## config.mk

```make
export PLATFORM = sky130hd
export DESIGN_NAME = div_ctrl
export DESIGN_NICKNAME = d
export VERILOG_FILES = /design/src/rtl/div_ctrl.sv
export SDC_FILE = /design/constraint.sdc
export NUM_CORES = 1
export LEC_CHECK = 0
export CORE_ASPECT_RATIO = 2
export CORE_UTILIZATION = 50
export DETAILED_ROUTE_END_ITERATION = 6
export GPL_ROUTABILITY_DRIVEN = 0
export PLACE_DENSITY_LB_ADDON = 0.08
export SKIP_LAST_GASP = 1
export SYNTH_ARGS = -nofsm -noshare
export SYNTH_HDL_FRONTEND = slang
export SYNTH_SLANG_ARGS = --single-unit
```

## constraint.sdc

```tcl
create_clock -name clk -period 2.35 [get_ports clk]
set_input_delay 0.5875 -clock clk [delete_from_list [all_inputs] [get_ports clk]]
set_output_delay 0.5875 -clock clk [all_outputs]
set_load 0.02 [all_outputs]
```

## src/rtl/div_ctrl.sv

```systemverilog
// RV32M divide controller sitting between EX and an iterative unsigned divider core.
// Owns operand sign handling, the div-by-zero and overflow results, and pipeline flushes.
module div_ctrl #(
    parameter int FAST_SPECIAL = 1
) (
    input  logic        clk,
    input  logic        rst_n,
    input  logic        ex_valid_i,
    input  logic [1:0]  ex_op_i,
    input  logic [31:0] ex_rs1_i,
    input  logic [31:0] ex_rs2_i,
    input  logic [4:0]  ex_rd_i,
    input  logic        flush_i,
    output logic        stall_o,
    output logic        wb_valid_o,
    output logic [4:0]  wb_rd_o,
    output logic [31:0] wb_data_o,
    output logic [31:0] div_op1_o,
    output logic [31:0] div_op2_o,
    output logic        div_start_o,
    output logic        div_annul_o,
    output logic        div_signed_o,
    input  logic [63:0] div_result_i,
    input  logic        div_ready_i
);

    localparam logic [1:0] IDLE  = 2'd0;
    localparam logic [1:0] BUSY  = 2'd1;
    localparam logic [1:0] RESP  = 2'd2;
    localparam logic [1:0] DRAIN = 2'd3;

    logic [1:0]  state;
    logic [4:0]  rd_q;
    logic [1:0]  op_q;
    logic        neg_q;
    logic        neg_r;
    logic        dz_q;
    logic        ovf_q;
    logic [31:0] rs1_q;
    logic [31:0] mag1_q;
    logic [31:0] mag2_q;
    logic [31:0] res_q;
    logic        start_q;
    logic        annul_q;

    logic        sgn_in;
    logic [31:0] mag1_in;
    logic [31:0] mag2_in;
    logic        dz_in;
    logic        ovf_in;
    logic        accept;
    logic        fast;

    // op[0] set means unsigned, op[1] set means remainder
    function automatic logic [31:0] final_result(
        input logic [1:0]  op,
        input logic [31:0] q,
        input logic [31:0] r,
        input logic        nq,
        input logic        nr,
        input logic        dz,
        input logic        ovf,
        input logic [31:0] dividend
    );
        logic [31:0] res;
        if (dz) begin
            res = op[1] ? dividend : 32'hFFFF_FFFF;
        end else if (ovf) begin
            res = op[1] ? 32'h0000_0000 : 32'h8000_0000;
        end else if (op[1]) begin
            res = nr ? (~r + 32'd1) : r;
        end else begin
            res = nq ? (~q + 32'd1) : q;
        end
        return res;
    endfunction

    always_comb begin
        sgn_in  = ~ex_op_i[0];
        mag1_in = (sgn_in && ex_rs1_i[31]) ? (~ex_rs1_i + 32'd1) : ex_rs1_i;
        mag2_in = (sgn_in && ex_rs2_i[31]) ? (~ex_rs2_i + 32'd1) : ex_rs2_i;
        dz_in   = (ex_rs2_i == '0);
        ovf_in  = sgn_in && (ex_rs1_i == 32'h8000_0000) && (ex_rs2_i == '1);
        accept  = (state == IDLE) && ex_valid_i && !flush_i && !div_ready_i;
        fast    = (FAST_SPECIAL != 0) && (dz_in || ovf_in);
    end

    always_ff @(posedge clk or negedge rst_n) begin
        if (!rst_n) begin
            state   <= IDLE;
            rd_q    <= '0;
            op_q    <= '0;
            neg_q   <= 1'b0;
            neg_r   <= 1'b0;
            dz_q    <= 1'b0;
            ovf_q   <= 1'b0;
            rs1_q   <= '0;
            mag1_q  <= '0;
            mag2_q  <= '0;
            res_q   <= '0;
            start_q <= 1'b0;
            annul_q <= 1'b0;
        end else begin
            annul_q <= 1'b0;
            case (state)
                IDLE: begin
                    if (accept) begin
                        rd_q   <= ex_rd_i;
                        op_q   <= ex_op_i;
                        neg_q  <= sgn_in && (ex_rs1_i[31] ^ ex_rs2_i[31]);
                        neg_r  <= sgn_in && ex_rs1_i[31];
                        dz_q   <= dz_in;
                        ovf_q  <= ovf_in;
                        rs1_q  <= ex_rs1_i;
                        mag1_q <= mag1_in;
                        mag2_q <= mag2_in;
                        if (fast) begin
                            res_q <= final_result(ex_op_i, '0, '0, 1'b0, 1'b0,
                                                  dz_in, ovf_in, ex_rs1_i);
                            state <= RESP;
                        end else begin
                            start_q <= 1'b1;
                            state   <= BUSY;
                        end
                    end
                end
                BUSY: begin
                    // a flush wins over a same-cycle ready: the result is discarded
                    if (flush_i) begin
                        start_q <= 1'b0;
                        annul_q <= 1'b1;
                        state   <= DRAIN;
                    end else if (div_ready_i) begin
                        res_q   <= final_result(op_q, div_result_i[31:0], div_result_i[63:32],
                                                neg_q, neg_r, dz_q, ovf_q, rs1_q);
                        start_q <= 1'b0;
                        state   <= RESP;
                    end
                end
                RESP: begin
                    state <= IDLE;
                end
                DRAIN: begin
                    if (!div_ready_i) begin
                        state <= IDLE;
                    end
                end
                default: begin
                    state <= IDLE;
                end
            endcase
        end
    end

    assign stall_o      = ex_valid_i && !flush_i && (state != RESP);
    assign wb_valid_o   = (state == RESP) && !flush_i;
    assign wb_rd_o      = rd_q;
    assign wb_data_o    = res_q;
    assign div_op1_o    = mag1_q;
    assign div_op2_o    = mag2_q;
    assign div_start_o  = start_q;
    assign div_annul_o  = annul_q;
    assign div_signed_o = 1'b0;

endmodule

```

==> results.md, run 1 <==
- Async SR Flop Fraction: 1.000
- Synthesis-stage register bit count: 141
- IO Count: 246
- GR repair worst EP: wb_data_o[19]$_DFFE_PN0P_/D
- Post-synth EDFFs: 0
- Clk sink count: 141
- Synth Flop Type: dfrtp_1
- Grt total ovfl: 4
- Dpl hpwl: between 30000 and 40000 µm
- Die Ht: 194.8 µm
- Yosys warnings: 0
- Synthesized area per cell: 7.905 µm²
- Gate Count Post-Synth: around 1200
- Last stage reached: global routing (5_1_grt)
- Post-DP Area: 0.01394 mm²
- Die Wd: 98.42 µm
- Initial Util: 0.5103
- Cts bufs inserted: 17
- Syn_nets: between 1000 and 1500
- Yosys cell types: 73
- Log Error: [ERROR GRT-0232] Routing congestion too high. Check the congestion heatmap in the GUI.
- GRT Total Usage: 0.6532
- Clk buf depth: 2
- Sequential area share after synthesis: 0.3795
- Largest net degree at the start of global routing: 91
- Yosys top cell area share: 0.3795
- H-Tree Level Count: 4
- Worst-path end type: register input
- Rows: 70
- Cell taking the most area after synthesis: dfrtp_1
- Pre-CTS WS: -1.039 ns
- Most area-consuming cells after synthesis: dfrtp_1 (38%), nand2_1 (9.4%), o21ai_0 (9.0%)
- Status: aborted with a tool error
- Cell area after synthesis: 0.009296 mm²
- CTS root buf: clkbuf_16
- Port bufs: ~240
==> per-layer routing <==
layer | GRT usage | GRT overflow
met3 | 0.4721 | 0
met2 | 0.8863 | 3
met5 | 0.08488 | 0
met1 | 0.6060 | 1
met4 | 0.6672 | 0
==> Yosys cell counts (all sizes together) (5+ instances only) <==
| cell type | instances |
|---|---|
| o211ai | 8 |
| dfrtp | 141 |
| o21ai | 173 |
| o31ai | 21 |
| nand4 | 12 |
| nor2 | 77 |
| nand2 | 234 |
| nor4 | 19 |
| buf | 11 |
| o41ai | 16 |
| nor3 | 30 |
| clkbuf | 61 |
| ha | 5 |
| xnor2 | 63 |
| nand2b | 9 |
| inv | 27 |
| or3 | 25 |
| a21oi | 57 |
| or4 | 11 |
| mux2i | 9 |
| nor2b | 5 |
| a31oi | 29 |
| xor2 | 45 |
| nand3 | 18 |
| o22ai | 7 |
==> timing repair <==
action / 4_1_cts
cloned: 8
setup buffers: 35
pin swaps: 88
gates resized for setup: 272
setup endpoints to repair: 73
hold buffers: 0
==> stage by stage <==
step	utilization	cells
after CTS	0.8609	1910
after detailed placement	0.7650	1838
after global placement	0.7650	1838
after floorplan	-	1176
==> kinds of logic after synthesis <==
group	synth area share
AO/OA/AOI/OAI	0.2242
XOR/XNOR	0.1017
adder cells (fa/ha/maj)	0.006729
buffers and inverters	0.04334
flip-flops	0.3795
multiplexers	0.009691
other	0.0004034
AND/OR/NAND/NOR	0.2343
==> inputs of run 2 (changes only) <==
--- a/config.mk
+++ b/config.mk
@@ -5,11 +5,10 @@
 export SDC_FILE = /design/constraint.sdc
 export NUM_CORES = 1
 export LEC_CHECK = 0
-export CORE_ASPECT_RATIO = 2
-export CORE_UTILIZATION = 50
+export CORE_UTILIZATION = 40
 export DETAILED_ROUTE_END_ITERATION = 6
 export GPL_ROUTABILITY_DRIVEN = 0
-export PLACE_DENSITY_LB_ADDON = 0.08
+export PLACE_DENSITY_LB_ADDON = 0.15
 export SKIP_LAST_GASP = 1
 export SYNTH_ARGS = -nofsm -noshare
 export SYNTH_HDL_FRONTEND = slang
==> run 2 against run 1 <==
Compared with the run above: the flow now finishes, with violations (negative setup slack); area after synthesis did not move; synthesized cell count is the same.
==> results.md, run 2 <==
- Status: complete, but fails checks
- Failing checks: negative setup slack
- CORE AREA: 0.02271 mm²
- 1st-iter DRT viols: 1022
- Clk buf depth: 2
- Hold crit path type: in2async
- Most frequent cells in the layout: buf_4 (250), nand2_1 (228), clkdlybuf4s50_1 (165), dfrtp_1 (141), o21ai_0 (125)
- Rows: 55
- Synthesized area per cell: 7.905 µm²
- Worst path slowest cell: or4b_4
- Crit path max-delay family: simple AND/OR/NAND/NOR gates
- Crit Path Category: in2reg
- Final TNS setup: -1.933 ns
- CP max FO: 4
- CTS root buf: clkbuf_16
- CP Data Required Time: 2.71 ns
- FILL cells: 1721
- Cell total after placement: 1888
- Gate Count Post-Synth: 1176
- Cts bufs inserted: 17
- CTS tree: done
- Die area: 0.02385 mm²
- Grt total ovfl: 0
- Most area-consuming cells after synthesis: dfrtp_1 (38%), nand2_1 (9.4%), o21ai_0 (9.0%)
- PwrDens: 931.6 mW/mm²
- GRT Total Usage: 0.3216
- Ratio of cells with drive above 1 in the final layout: 0.3049
- Initial antenna violation count: 0
- Async SR Flop Fraction: 1.000
- Initial Util: 0.4094
- FF+latch area: between 0.003 and 0.004 mm²
- R2R Setup Slk: ~0.22 ns
- Worst-Margin Slew: 0.6268 ns
- Yosys warnings: 0
- Synth Flop Type: dfrtp_1
- Largest stage delay, worst path: 0.60 ns
- First-pass GRT wire length: 59440 µm
- Final slew viol count: 0
- Die Ht: 154.5 µm
- Final Hold Viols: 0
- Clock Latency Late Sink: between 0.4 and 0.5 ns
- Setup violators final: 24
- Total Wirelength: 39600 µm
- Achievable frequency: 391.3 MHz
- Crit path DAT: 2.91 ns
- Syn_nets: 1321
- Reg clk slew, reported paths: 0.07 ns
- Largest net degree at the start of global routing: 97
- Post-DP Area: 0.01389 mm²
- Fin crit period: around 2.6 ns
- Leakage power: 6.948 nW
- Final Cell Area: approximately 0.016 mm²
- Cell Count, Final, Fillers Out: about 2000
- WP buf/inv: 2
- IO Count: 246
- CP Cell Sequence: buf_6, or4_4, or4b_4, buf_12, o41ai_4, xnor2_1, nor2_1, o32a_1, o21ai_1
- Worst setup EP type: flop
- Die Wd: 154.5 µm
- Cell area after synthesis: 0.009296 mm²
- Synthesis-stage register bit count: 141
- Commonest non-fill, non-tap cell in the layout: buf_4
- Max-cap violations: 0
- Max VDD drop: slightly above 600 µV
- Yosys cell types: 73
- Routed Antenna Nets: 0
- DRC Markers: 0
- Sequential area share after synthesis: 0.3795
- Vias/cell: 5.791
- Drt wl/cell: 20.30 µm
- Syn-to-layout area delta: 71.75%
- Dpl hpwl: 27900 µm
- Port bufs: 244
- Vias in the first global route: 10740
- Final Worst Setup Slack: -0.2053 ns
- Nets@finish: 1798
- H-Tree Level Count: 4
- Vias: ~11000
- N_diodes: 0
- Yosys top cell area share: 0.3795
- Cell taking the most area after synthesis: dfrtp_1
- Fin Clk Skew: 0.01140 ns
- Fin crit share: 1.087
- RSZ-0062 raised after global routing: true
- Commonest cells post-synth: nand2_1 (234), o21ai_0 (167), dfrtp_1 (141), nor2_1 (77), xnor2_1 (63)
- Pre-antenna DRT Iters: 6
- Post-synth EDFFs: 0
- Top-count cell post-synth: nand2_1
- Slew Limit Headroom: 0.5817
- Area occupied by multi-input gates: 0.006560 mm²
- Setup crit start kind: input port
- Clk sink count: 141
-- run 2: cell counts after synthesis --
Identical to the previous run, type by type.
-- run 2: cell type report --
| class | count | share of cell area |
|---|---|---|
| clock buffers | 17 | 0.02664 |
| clock inverters | 15 | 0.01301 |
| inverters | 27 | 0.006504 |
| multi-input cells | 939 | 0.4109 |
| flip-flops and latches | 141 | 0.2210 |
| well taps | 285 | 0.02233 |
| repair buffers | 527 | 0.2997 |
-- run 2: cells by family (layout without fill, tap and decap cells) --
kind of cell,Yosys count,count (layout),synth area share
AOI/OAI and AO/OA,349,352,0.2242
adders and majority gates,5,5,0.006729
DFF,141,141,0.3795
buffers and inverters,99,586,0.04334
and+or+nand+nor,464,464,0.2343
muxes,9,9,0.009691
xor gates and xnor gates,108,108,0.1017
other,1,1,0.0004034
-- run 2: worst paths after layout --
kind	cells past startpoint	to	startpoint
setup reg to reg	6	wb_data_o[5]	neg_q
min in group clk	2	wb_rd_o[3]	wb_rd_o[3]
max in group asynchronous	2	wb_data_o[7]	rst_n
hold / removal	1	div_op2_o[6]	rst_n
hold reg to reg	2	wb_rd_o[3]	wb_rd_o[3]
setup / recovery	9	wb_data_o[21]	div_result_i[33]
-- run 2: where the power goes --
part | total (mW) | internal (mW) | leakage, nW | switching [mW]
combinational | 7.52 | 3.38 | 4.88 | 4.13
sequential | 4.41 | 3.53 | 1.76 | 0.876
clock | 2.95 | 1.79 | 0.309 | 1.16
-- run 2: repair_timing --
item,4_1_cts,5_1_grt
resized for setup,250,143
hold buffers,0,0
pin swaps,89,85
hold endpoints to repair,0,0
gates cloned,7,1
setup buffers,16,13
endpoints found under the setup margin,76,57
-- run 2: layer usage --
metal,vias to the layer above,GRT usage,part of all wire
li1,5145,-,-
met1,5413,0.4297,0.42
met2,627,0.5070,0.46
met3,114,0.07229,0.085
met4,0,0.1231,0.041
met5,-,0,0
-- run 2: per-stage QoR --
stage,setup WS (ns),hold slack [ns],power (mW),utilization
final,-0.2053,0.06560,14.87,0.7031
after global routing,-0.2052,0.09205,15.54,0.7031
after CTS,-0.1762,0.07522,14.43,0.6752
after detailed placement,-1.001,0.4588,11.15,0.6118
after global placement,-0.9431,0.4560,11.07,0.6118
after floorplan,-0.3382,0.2919,7.560,-
(Power assumes the default switching activity.)
